**config.mk**
```make
export PLATFORM = sky130hd
export DESIGN_NAME = mem_arbiter
export DESIGN_NICKNAME = d
export VERILOG_FILES = /design/src/rtl/mem_arbiter.sv
export SDC_FILE = /design/constraint.sdc
export NUM_CORES = 1
export LEC_CHECK = 0
export ABC_AREA = 0
export CAP_MARGIN = 20
export CORE_AREA = 2 2 103 105
export CTS_CLUSTER_SIZE = 20
export DETAILED_ROUTE_END_ITERATION = 8
export DIE_AREA = 0 0 105 107
export PLACE_DENSITY = 0.73
export SLEW_MARGIN = 20
export SYNTH_ARGS = -nofsm -noshare
export SYNTH_HDL_FRONTEND = slang
export SYNTH_SLANG_ARGS = --single-unit
```
**constraint.sdc**
```tcl
create_clock -name CLK -period 2.7 [get_ports CLK]
set_input_delay 0.81 -clock CLK [delete_from_list [all_inputs] [get_ports CLK]]
set_output_delay 0.81 -clock CLK [all_outputs]
set_load 0.02 [all_outputs]
```
**src/rtl/mem_arbiter.sv**
```systemverilog
// rtl/mem_arbiter.sv - shares one RAM port between fetch (read-only) and data (read/write) requesters
module mem_arbiter #(
    parameter int ADDR_W     = 32,
    parameter int DATA_W     = 32,
    parameter int STARVE_MAX = 4,
    parameter int TIMEOUT    = 255
) (
    input  logic              CLK,
    input  logic              nRST,
    input  logic              iREN,
    input  logic [ADDR_W-1:0] iaddr,
    output logic [DATA_W-1:0] iload,
    output logic              iwait,
    input  logic              dREN,
    input  logic              dWEN,
    input  logic [ADDR_W-1:0] daddr,
    input  logic [DATA_W-1:0] dstore,
    output logic [DATA_W-1:0] dload,
    output logic              dwait,
    output logic              ramREN,
    output logic              ramWEN,
    output logic [ADDR_W-1:0] ramaddr,
    output logic [DATA_W-1:0] ramstore,
    input  logic [DATA_W-1:0] ramload,
    input  logic              ramready,
    output logic              err
);
    localparam int SW = $clog2(STARVE_MAX + 1);
    localparam int TW = $clog2(TIMEOUT + 1);

    typedef enum logic [1:0] {IDLE, D_ACC, I_ACC} state_t;

    state_t          state, state_nx;
    logic [SW-1:0]   starve_cnt, starve_nx;
    logic [TW-1:0]   tmo_cnt, tmo_nx;
    logic            err_nx;
    logic            dreq, starved, tmo_hit, granted_req, finish;

    assign dreq    = dREN | dWEN;
    assign starved = iREN && (starve_cnt == SW'(STARVE_MAX));
    assign tmo_hit = (tmo_cnt == TW'(TIMEOUT - 1)) && !ramready;
    assign finish  = ramready | tmo_hit;
    assign iload   = ramload;
    assign dload   = ramload;

    always_comb begin
        state_nx    = state;
        starve_nx   = starve_cnt;
        tmo_nx      = '0;
        err_nx      = 1'b0;
        ramREN      = 1'b0;
        ramWEN      = 1'b0;
        ramaddr     = '0;
        ramstore    = '0;
        iwait       = iREN;
        dwait       = dreq;
        granted_req = 1'b0;

        case (state)
            IDLE: begin
                if (dreq && !starved) begin
                    state_nx = D_ACC;
                    if (!iREN)
                        starve_nx = '0;
                    else if (starve_cnt != SW'(STARVE_MAX))
                        starve_nx = starve_cnt + 1'b1;
                end else if (iREN) begin
                    state_nx  = I_ACC;
                    starve_nx = '0;
                end
            end
            D_ACC: begin
                granted_req = dreq;
                ramWEN      = dWEN;
                ramREN      = dREN & !dWEN;
                ramaddr     = daddr;
                ramstore    = dWEN ? dstore : '0;
                dwait       = dreq & !finish;
            end
            I_ACC: begin
                granted_req = iREN;
                ramREN      = iREN;
                ramaddr     = iaddr;
                iwait       = iREN & !finish;
            end
            default: state_nx = IDLE;
        endcase

        // A dropped request aborts silently; completion or timeout always passes through IDLE.
        if (state != IDLE) begin
            if (!granted_req) begin
                state_nx = IDLE;
            end else if (finish) begin
                state_nx = IDLE;
                err_nx   = tmo_hit;
            end else begin
                tmo_nx = tmo_cnt + 1'b1;
            end
        end
    end

    always_ff @(posedge CLK or negedge nRST) begin
        if (!nRST) begin
            state      <= IDLE;
            starve_cnt <= '0;
            tmo_cnt    <= '0;
            err        <= 1'b0;
        end else begin
            state      <= state_nx;
            starve_cnt <= starve_nx;
            tmo_cnt    <= tmo_nx;
            err        <= err_nx;
        end
    end
endmodule
```
==> flow_summary.ini <==
[detailed_routing]
drt_wl_total_um = 8291
total_vias_in_the_final_route = 2174
detail_route.first_pass.iterations = 4
avgRoutedWirePerCell_um = 16.45
dr.first_iter.drc_count = 104
antenna_left = 0
drc_errors = 0
via_per_inst = 4.313

[clocking]
worst_skew_pair.late_latency_ns = 0.24
ctsLongestPathBuffers = 2
cts-buffers-inserted = 3
tritoncts_clock_tree = done
clockRootBuffer = clkbuf_8
cts-hold-fix-buffers = 0
cts_sinks = 14
cts.htree.levels = 1
clock_slew_at_the_register_clock_pins_of_the_worst_setup_and_hold_paths_ns = 0.06
cts_setup_buffers = 0

[yosys]
synth_top_cell_by_area = buf_4
synth.yosys.seq_area_share = 0.1764
ys_top_cells_by_area = buf_4, dfrtp_1, a22oi_1, and3_1, nor2b_1
synthesis.instances = 261
synth_top_area_share = 0.2420
synthesis.nets = 402
synth_area_mm2 = 0.001986
warnings_synthesis = 0
synthesis.area_per_instance_um2 = 7.608
synth-edff-count = 0
ys_types = 29
synth_flop_type = dfrtp_1
synthArstFlopShare = 1.000
postSynthRegisterBits = 14

[sta]
setup_slack_ns = 0.02574
post-route-min-period_ns = 2.674
timing.final.setup_violations = 0
report.final.hold_viol_count = 0
slew-limit-headroom = 0.5839
tightest_slew_ns = 0.6222
layout_worst_path_cycle_share = 0.9905
fin_tns_setup_ns = 0
slew_viol_final = 0
unrepaired_setup_endpoints_after_global_routing = false
finalClockSkew_ns = 0.0006208
clock.fmax_mhz = 373.9

[min_path]
hold_class = flop to flop
hp-start = starve_cnt[2]$_DFFE_PN0P_

[layout]
multi_input_comb_area_mm2 = 0.001062
antenna_cells = 0
mostFrequentLayoutCell = clkdlybuf4s50_1
layout-area-overhead-vs-synth_pct = 73.60
fin_nets = 510
final_cell_count_no_fill = 504
leading_cell_types_in_the_layout_fill_and_taps_excluded = clkdlybuf4s50_1, dlygate4sd2_1, and3_1, nor2b_1, a22oi_1
n_fill_cell = 1117
post_route_cells_drive_above_1_share = 0.1141
area_taken_by_flip_flops_and_latches_um2 = 350.3

[placed_design]
numPortBuffers = 170
number_of_cells_after_detailed_placement = 499
gpl.final_weighted_congestion = 0.7113
dpl_worst_slack_ns = -0.4335
dp.final_hpwl_um = 6778

[grt]
global_route.usage.total = 0.1372
number_of_antenna_violations_at_the_first_check_in_global_routing = 0
first_global_vias = 2231
gr-total-overflow = 0
grt_pass1_wl_um = 12480
grt_start_max_net_pins = 37

[run]
maxCapViolations = 0

[power_and_ir_drop]
worst_ir_drop_vdd_mv = 0.4167
power_density_mw_per_mm2 = 644.9
p_leak_nw = 1.641

[worst_setup_path]
worst_setup_path_end_kind = output port
worstPathMaxFanout = 1
timing.critical_path.from = dstore[3]
path_buf_inv = 2
worst-endpoint-required_ns = 1.89
cp_slowest_stage_delay_ns = 0.53
worst_r2r_startpoint = state[1]$_DFF_PN0_
crit_slowest_cell = clkdlybuf4s50_1
sequence_of_cells_on_the_critical_path = clkdlybuf4s50_1 -> and3_1 -> dlygate4sd2_1
critPathArrivalTime_ns = 1.86
worstSetupPathType = primary input to output port
worst-r2r-setup-slack_ns = 0.96
startpoint_type = primary input
critPathTopFamily = buffers and inverters

[floorplan]
die-width_um = 105
count_of_standard_cell_rows = 37
io_pins = 267
chipHeight_um = 107
dieArea_mm2 = 0.01124
placeableCoreArea_mm2 = 0.01009
start_util = 0.1968

[status]
run_status = finished clean
-- cell families (layout without fill, tap and decap cells) --
group | after synthesis | count (layout) | synth area share
flops | 14 | 14 | 0.1764
simple gates | 97 | 97 | 0.2899
xor+xnor | 6 | 6 | 0.02646
buf+inv | 90 | 197 | 0.2936
compound gates | 47 | 47 | 0.1695
fa+ha+maj | 7 | 7 | 0.04411
-- path summary, 6_finish.rpt --
path                                        endpoint  cells past startpoint
hold / removal             starve_cnt[2]$_DFFE_PN0P_                      2
min in group asynchronous       tmo_cnt[3]$_DFF_PN0_                      1
hold reg to reg            starve_cnt[2]$_DFFE_PN0P_                      2
max in group asynchronous       tmo_cnt[6]$_DFF_PN0_                      1
setup reg to reg                  state[0]$_DFF_PN0_                      7
setup / recovery                         ramstore[3]                      3
-- state kept, by name (all words and copies together), names as in the netlist --
signal      flops
tmo_cnt         8
starve_cnt      3
err             1
state           2
-- routing by layer --
metal  vias to the layer above  part of all wire  global-route usage
li1                       1046                 -                   -
met1                       992              0.39              0.1593
met2                       130              0.52              0.2523
met3                         6             0.088             0.04195
met4                         0            0.0046             0.02095
met5                         -                 0                   0
-- cells in the mapped netlist, types with 2 or more instances --
library cell and count:
nand3_1 6, a21boi_0 2, inv_1 8, o31ai_1 2, o21ai_0 4, a22oi_1 32
ha_1 7, buf_4 64, buf_2 4, nor2_1 11, and3_1 33, xor2_1 5
dfrtp_1 14, a31oi_1 3, nor2b_1 32, clkbuf_1 14, nand2_1 8
-- repair_timing --
| action | 4_1_cts | 5_1_grt |
|---|---|---|
| gates cloned | 1 | 0 |
| setup endpoints to repair | 68 | 29 |
| resized for setup | 77 | 37 |
-- where the power goes --
part	switching [W]	leakage (nW)	internal (W)
Sequential	0.0000259	0.192	0.000240
Clock	0.0000738	0.0288	0.000129
Combinational	0.000947	1.42	0.000808
-- worst reg2reg max path, stage by stage, from the launching register on --
cell	delay, ns
dfrtp_1	0.41
inv_1	0.12
ha_2	0.24
buf_12	0.17
o21ai_1	0.10
a21boi_2	0.21
a31oi_1	0.14
o31ai_1	0.24
-- final cells by class --
| cell class | count | share of cell area |
|---|---|---|
| repair buffers | 185 | 0.5162 |
| multi-input cells | 157 | 0.3082 |
| flip-flops and latches | 14 | 0.1016 |
| well taps | 136 | 0.04936 |
| clock buffers | 4 | 0.01597 |
| inverters | 8 | 0.008711 |
-- stage by stage --
stage	cell area (um^2)	power (W)	hold WS, ns	utilization
global route	3447	0.002382	0.5621	0.3416
global placement	3475	0.002177	0.4881	0.3443
detailed placement	3475	0.002208	0.4982	0.3443
floorplan	1986	0.001399	0.4714	-
finish	3447	0.002223	0.5113	0.3416
CTS	3490	0.002259	0.5108	0.3458
Power figures use the tool's default switching activity.
